==> config.mk <==
export PLATFORM = sky130hd
export DESIGN_NAME = fifo_burst_rd_ctrl
export DESIGN_NICKNAME = d
export VERILOG_FILES = /design/src/rtl/fifo_burst_rd_ctrl.sv
export SDC_FILE = /design/constraint.sdc
export NUM_CORES = 1
export LEC_CHECK = 0
export CAP_MARGIN = 20
export CORE_MARGIN = 2
export CORE_UTILIZATION = 35
export CTS_CLUSTER_DIAMETER = 30
export DETAILED_ROUTE_END_ITERATION = 8
export GPL_TIMING_DRIVEN = 0
export PLACE_DENSITY = 0.66
export SYNTH_ARGS = -nofsm -noshare
export SYNTH_HDL_FRONTEND = slang
export SYNTH_SLANG_ARGS = --single-unit
==> constraint.sdc <==
create_clock -name clk_i -period 2.1 [get_ports clk_i]
set_clock_uncertainty 0.1 [all_clocks]
set_input_delay 0.315 -clock clk_i [delete_from_list [all_inputs] [get_ports clk_i]]
set_output_delay 0.315 -clock clk_i [all_outputs]
set_load 0.01 [all_outputs]
==> src/rtl/fifo_burst_rd_ctrl.sv <==
// Read-side burst scheduler for a synchronous FIFO: negotiates req/ack bursts with a consumer,
// then streams exactly the granted number of words out with valid/last qualifiers.
module fifo_burst_rd_ctrl #(
    parameter int DATA_WIDTH  = 32,
    parameter int LEVEL_WIDTH = 11,
    parameter int BURST_LEN   = 16,
    parameter int TIMEOUT     = 255,
    parameter int RD_LATENCY  = 1
) (
    input  logic                   clk_i,
    input  logic                   rst_n_i,
    input  logic                   enable_i,
    input  logic                   flush_i,
    input  logic [LEVEL_WIDTH-1:0] fifo_rd_level_i,
    input  logic                   fifo_empty_i,
    input  logic [DATA_WIDTH-1:0]  fifo_rd_data_i,
    output logic                   fifo_rd_en_o,
    output logic                   burst_req_o,
    output logic [LEVEL_WIDTH-1:0] burst_len_o,
    input  logic                   burst_ack_i,
    output logic [DATA_WIDTH-1:0]  out_data_o,
    output logic                   out_valid_o,
    output logic                   out_last_o,
    output logic                   busy_o,
    output logic [15:0]            burst_count_o
);

    // IDLE: watch level | REQ: hold request until ack | READ: issue reads | DRAIN: wait for last beat
    typedef enum logic [1:0] {
        S_IDLE  = 2'd0,
        S_REQ   = 2'd1,
        S_READ  = 2'd2,
        S_DRAIN = 2'd3
    } state_t;

    localparam int TW = $clog2(TIMEOUT + 1);
    localparam logic [LEVEL_WIDTH-1:0] FULL_LEN = LEVEL_WIDTH'(BURST_LEN);
    localparam logic [LEVEL_WIDTH-1:0] ONE_BEAT = LEVEL_WIDTH'(1);
    localparam logic [TW-1:0]          TMO_VAL  = TW'(TIMEOUT);

    state_t                 state_q, state_d;
    logic [LEVEL_WIDTH-1:0] len_q, len_d;
    logic [LEVEL_WIDTH-1:0] beats_q, beats_d;
    logic [TW-1:0]          timer_q, timer_d;
    logic [15:0]            count_q, count_d;
    logic [RD_LATENCY-1:0]  vld_q;
    logic [RD_LATENCY-1:0]  lst_q;
    logic                   rd_en;
    logic                   rd_last;
    logic                   has_full;
    logic                   has_part;

    always_comb begin
        state_d  = state_q;
        len_d    = len_q;
        beats_d  = beats_q;
        count_d  = count_q;
        timer_d  = '0;
        rd_en    = 1'b0;
        rd_last  = 1'b0;
        has_full = (fifo_rd_level_i >= FULL_LEN);
        has_part = (fifo_rd_level_i != '0) && (flush_i || (timer_q == TMO_VAL));

        case (state_q)
            S_IDLE: begin
                if (enable_i && has_full) begin
                    len_d   = FULL_LEN;
                    state_d = S_REQ;
                end else if (enable_i && has_part) begin
                    len_d   = fifo_rd_level_i;
                    state_d = S_REQ;
                end else if ((fifo_rd_level_i != '0) && !has_full) begin
                    timer_d = (timer_q == TMO_VAL) ? timer_q : timer_q + 1'b1;
                end
            end
            S_REQ: begin
                if (burst_ack_i) begin
                    beats_d = len_q;
                    state_d = S_READ;
                end
            end
            S_READ: begin
                // An empty FIFO only stalls the read; the beat count is preserved.
                if ((beats_q != '0) && !fifo_empty_i) begin
                    rd_en   = 1'b1;
                    beats_d = beats_q - ONE_BEAT;
                    if (beats_q == ONE_BEAT) begin
                        rd_last = 1'b1;
                        state_d = S_DRAIN;
                    end
                end
            end
            S_DRAIN: begin
                if (out_valid_o && out_last_o) begin
                    count_d = count_q + 16'd1;
                    state_d = S_IDLE;
                end
            end
            default: state_d = S_IDLE;
        endcase
    end

    always_ff @(posedge clk_i) begin
        if (!rst_n_i) begin
            state_q <= S_IDLE;
            len_q   <= '0;
            beats_q <= '0;
            timer_q <= '0;
            count_q <= '0;
        end else begin
            state_q <= state_d;
            len_q   <= len_d;
            beats_q <= beats_d;
            timer_q <= timer_d;
            count_q <= count_d;
        end
    end

    // Read strobe and final-read marker delayed to line up with the FIFO read data.
    always_ff @(posedge clk_i) begin
        if (!rst_n_i) begin
            vld_q <= '0;
            lst_q <= '0;
        end else begin
            vld_q[0] <= rd_en;
            lst_q[0] <= rd_last;
            for (int i = 1; i < RD_LATENCY; i++) begin
                vld_q[i] <= vld_q[i-1];
                lst_q[i] <= lst_q[i-1];
            end
        end
    end

    assign fifo_rd_en_o  = rd_en;
    assign burst_req_o   = (state_q == S_REQ);
    assign burst_len_o   = len_q;
    assign out_valid_o   = vld_q[RD_LATENCY-1];
    assign out_last_o    = lst_q[RD_LATENCY-1];
    assign out_data_o    = out_valid_o ? fifo_rd_data_i : '0;
    assign busy_o        = (state_q != S_IDLE);
    assign burst_count_o = count_q;

endmodule

; After elaboration in Yosys (flattened, before gate mapping)
; Cells that the tools add are included.
[classes]
bitwise = 3
muxes = 16
n_lt_le_gt_ge = 1
n_reduce_logical = 21
add_sub_neg = 3
eq_ne = 10
[ops]
columns = cell, n
row1 = $mux 11, 4
row2 = $mux 32, 1
row3 = $pmux 11 s2, 1
row4 = $reduce_bool 11->1, 2
row5 = $add 16x1->16 const B, 1
row6 = $mux 2, 6
row7 = $eq 11x1->1 const B, 1
row8 = $ge 11x5->1 const B, 1
row9 = $sub 11x1->11 const B, 1
row10 = $add 8x1->8 const B, 1
row11 = $eq 8x8->1 const B, 1
row12 = $pmux 2 s4, 1
row13 = $logic_and 1x1->1, 6
row14 = $ne 2x2->1 const B, 3
row15 = $reduce_and 3->1, 2
row16 = $reduce_bool 2->1, 3
row17 = $reduce_and 5->1, 1
row18 = $reduce_or 5->1, 1
row19 = $eq 2x2->1 const B, 2
row20 = $reduce_and 2->1, 2
row21 = $mux 1, 3
row22 = $ne 3x3->1 const B, 1
row23 = $not 1->1, 3
row24 = $eq 2x1->1 const B, 1
row25 = 4 further kinds, 5
[word_totals]
in_bits = 49
reg_bits = 50
elab_cells = 61
output_inout_bits = 64

; Depth between registers and ports, before layout
[logic_depth]
ltp_word = 7
mapped_depth = 9
ltp_nobuf = 7

; Worst setup path before layout
; Ideal clock, no wire load.
[synth_timing]
kind = reg-to-reg
from = register state_q[0]
to = register beats_q[9]
path_stages_with_launch = 10
arrival_time_ns = 1.714
t_required_ns = 1.872
path_buffers = 2
setup_ns = 0.128
setup_slack_ns = 0.158
period_less_slack_ns = 1.942
cell_sequence = dfxtp_1 inv_1 ha_1 clkbuf_1 nand2b_1 a21oi_1 o21ai_2 buf_2 a21oi_1 o32ai_1
[synth_between]
elab_chain_cells = 3
elab_cells_between_ends = 7
classes_between = 4 x eq/ne / 1 x mux / 2 x reduce/logical
[synth_lines]
columns = element, line
row1 = "start, declared", 41  ; state_t state_q, state_d;
row2 = "start signal, assigned", 111  ; state_q <= state_d;
row3 = $eq 2x2->1 or $eq 2x1->1 (tied branches), 64  ; case (state_q)
row4 = "$ne 2x2->1 (no line), or another cell as far along", --
row5 = $reduce_and 3->1 (no line), --
row6 = "end signal, assigned", 113  ; beats_q <= beats_d;
row7 = "end, declared", 43  ; logic [LEVEL_WIDTH-1:0] beats_q, beats_d;
; Several ways; a longest one is shown, not always the timed one.
; A chain may end at the register's enable or synchronous reset.

; Worst setup path after layout
[layout_timing]
from = input fifo_rd_level_i[0]
to = register timer_q[2]
[layout_between]
elab_chain_cells = 5
elab_cells_between_ends = 9
classes_between = 1 x order compare / 1 x bitwise / 7 x reduce/logical
[layout_lines]
columns = element, line
row1 = "start, declared", 14  ; input logic [LEVEL_WIDTH-1:0] fifo_rd_level_i,
row2 = $ge 11x5->1, 61  ; has_full = (fifo_rd_level_i >= FULL_LEN);
row3 = $logic_not 1->1, 72  ; end else if ((fifo_rd_level_i != '0) && !has_full) begin
row4 = $logic_and 1x1->1, 72
row5 = $not 1->1 (no line), --
row6 = $reduce_or 5->1 (no line) *, --
row7 = "end signal, assigned", 114  ; timer_q <= timer_d;
row8 = "end, declared", 44  ; logic [TW-1:0] timer_q, timer_d;
; Mark *: on every way between the ends. The rest lies on a longest branch, timed or not.

==> reports/results.env <==
YS_SEQ_AREA_SHARE_PCT=36.5
FINALHOLDVIOLATIONS=0
TIMING.FINAL.WS_SETUP_NS=0.0748
COUNT_OF_INPUT_AND_OUTPUT_BUFFERS=112
SETUP_VIOLATIONS=0
TIMING.CRITICAL_PATH.BUF_INV=2
ANT_NETS=0
ROUTED_VIA_DENSITY=5.11
TRITONCTS_CLOCK_TREE='yes'
TRITONCTS_NUM_SINKS=50
ANTENNA_CELLS_INSERTED=0
FF2FF_PATH_DEPTH=8
ANTENNA_FOUND_INITIAL=0
ROWS=32
FINALHOLDWORSTSLACK_NS=0.381
FIN_SETUP_TNS_NS=0
FIRST_GLOBAL_VIAS=2610
CRITICAL-PATH-SLOWEST-CELL='or4_4'
FRACTION_OF_POST_SYNTHESIS_CELL_AREA_IN_THE_TOP_CELL_TYPE_BY_AREA_PCT=36.5
YS_TOP_CELLS_BY_AREA='dfxtp_1 37%, and2_1 7.8%, nand2_1 5.1%'
DIE_W_UM=92.5
CRIT_PATH_END_KIND='register'
FIRST_PASS_ITERS=4
STATUS='finished clean'
HP-CLASS='reg2reg'
SYNTH_MOST_COMMON_CELL='dfxtp_1'
ROUTE.DETAILED.DRC=0
FP.DIEAREA_UM2=8550
CRITICAL_PATH_PEAK_FANOUT=8
CRIT_PATH_START_KIND='input pin'
CRITPATHREQUIREDTIME_NS=2.24
ARRIVAL_NS=2.17
SYN-INSTANCE-COUNT=336
YOSYS_MOST_USED_DFF='dfxtp_1'
M1WIRELENGTH_MM=3.27
FINAL_NET_COUNT=515
AREA_LEADER_NETLIST='dfxtp_1'
CLK_PIN_SLEW_WORST_PATHS_NS=0.09
SLOWEST_DELAY_NS=0.56
SYNTH_ENABLE_FLOP_CELLS=0
GROUTE.USAGE.OVERALL_PCT=17.6
SYNTHARSTFLOPSHARE_PCT=0
WORST_SKEW_PAIR.LATE_LATENCY_NS=0.30
YS_WARN_COUNT=0
AREA_GROWTH_PCT=53.4
VDD_IR_DROP_MAX_mV=0.477
DETAILROUTE.WIRELENGTH.MET3_UM=562
WIRELENGTH_MM=7.73
NUM_VIAS=2859
YOSYS.CELL_TYPES.COUNT=49
SYNTH_COMMONEST_CELLS='50 x dfxtp_1, 37 x nand2_1, 34 x and2_1, 28 x nor2_1, 19 x a21oi_1'
ROOT_BUFFER_MASTER='clkbuf_8'
FIN_CRIT_SH_PCT=96.4
MAX_SLEW.WORST_PIN.SLEW_NS=0.634
MAX-CLOCK-PATH-BUFFERS=2
HIGHEST-SIGNAL-LAYER='met4'
POWER.DENSITY_CELL_AREA_nW_PER_UM2=723
CTS-BUFFERS-INSERTED=5
FINAL_GLOBAL_ROUTE_OVERFLOW_TOTAL=0
SLEW_HEADROOM_PCT=57.4
PLACEABLECOREAREA_UM2=7650
CRIT_TYPE='in2reg'
FMAXACHIEVABLE_GHz=0.494
YOSYS_REGISTER_BITS=50
PRECTSSETUPSLACK_NS=-0.348
INITIAL_CELL_DENSITY_OF_THE_CORE_PCT=35.8
SYNTH_NETS=394
WL_MET2_MM=3.77
PATH_DELAY_FAMILY='simple AND/OR/NAND/NOR gates'
IO_PINS=113
LEAKAGEPOWER_uW=0.00158
HOLD_PATH_STAGES=2
CTS.HTREE.LEVELS=2
PLACE_INST=550
POST_SYNTHESIS_CELL_AREA_UM2=2740
DRT_ITER0_DRC=84
FINAL_CELLS=560
DRIVE_ABOVE_1_SHARE_PCT=10.0
SYNTHESIS.AREA_PER_INSTANCE_UM2=8.15
HPWL_MM=5.88
MAXIMUM_NUMBER_OF_PINS_ON_ONE_NET_BEFORE_GLOBAL_ROUTE_REPAIR=16
FLOORPLAN.DIE.HEIGHT_UM=92.5
GPL.FINAL_WEIGHTED_CONGESTION=0.852
PATH_CELLS='clkdlybuf4s50_1 -> or4_4 -> o211a_4 -> or3_4 -> buf_6 -> nor3_4'
PATH_LENGTH_IN_CELLS_OF_THE_CRITICAL_PATH=6
MAX_CAP_VIOLATIONS=0
TIMING_MAX_TRANSITION_VIOLATIONS_FINAL=0
FIN_CRIT_NS=2.03
WIRE_LENGTH_PER_CELL_AFTER_DETAILED_ROUTING_UM=13.8
GRT_PASS1_WL_MM=12.2
registers in the layout, summed over array words and instances (netlist names):
signal,count
burst_count_o,16
state_q,2
out_last_o,1
beats_q,11
out_valid_o,1
burst_len_o,11
timer_q,8
worst paths after layout:
check / to / slack (ns) / start
max reg2reg: beats_q[9] / 0.16 / state_q[0]
min: burst_len_o[5] / 0.38 / burst_len_o[5]
min reg2reg: burst_len_o[5] / 0.38 / burst_len_o[5]
max: timer_q[2] / 0.07 / fifo_rd_level_i[0]
report_power, final:
part	switching [uW]	internal, uW
Sequential	60.9	1000
Combinational	716	584
Clock	325	351
through the flow:
step	total power (uW)	cell area [um^2]	utilization, %
after floorplan	1810	2740	-
after global placement	2170	3990	52.1
after detailed placement	2180	3990	52.1
after CTS	2940	4140	54.2
after global routing	3220	4200	55.0
final	3040	4200	55.0
area by class of cell:
type                            count  area [um^2]
Tap cell                          102          128
Clock buffer                        5         68.8
Sequential cell                    50         1010
Fill cell                         701         3440
Buffer                             13         61.3
Multi-Input combinational cell    252         1670
Timing Repair Buffer              117         1150
Inverter                           18         71.3
Clock inverter                      3         40.0
kinds of logic after synthesis:
group | after synthesis | synth area share (%)
muxes | 4 | 1.46
AOI/OAI and AO/OA | 58 | 14.4
and+or+nand+nor | 164 | 33.1
buffers and inverters | 34 | 4.98
adders and majority gates | 9 | 4.11
DFF | 50 | 36.5
xor gates and xnor gates | 17 | 5.44
worst reg2reg max path, delay by kind of cell (launching register included):
kind,cells,cell delay (ns)
flip-flops,1,0.37
AO/OA/AOI/OAI,4,0.60
adder cells (fa/ha/maj),1,0.26
AND/OR/NAND/NOR,1,0.22
buffers and inverters,2,0.28
metal layers:
layer  GRT usage (%)  vias to the layer above
li1                -                     1415
met2            31.3                      105
met3            4.07                        9
met4            6.09                        0
met5               0                        -
met1            20.7                     1330
placed cells by master (no fill, tap or decap), drive strengths merged, types with 3 or more instances in the layout:
cell / n
nor4: 10
o32ai: 5
xnor2: 9
or3: 3
o21ai: 9
a21oi: 19
and2: 34
buf: 7
dfxtp: 50
xor2: 8
o22ai: 8
nand3: 11
nor3: 8
and3: 12
nand2: 37
clkbuf: 17
ha: 9
nand4: 7
a31oi: 3
nor2b: 3
o21a: 3
mux2i: 4
clkdlybuf4s50: 110
and4: 4
inv: 17
nand2b: 3
nor2: 28
repair_timing:
action                     4_1_cts  5_1_grt
pin swaps                        2        2
hold buffers                     0        0
gates cloned                     0        0
setup endpoints to repair       46       41
resized for setup               15       13
setup buffers                    2        3
Note: power is estimated with default switching activity, not from simulation.
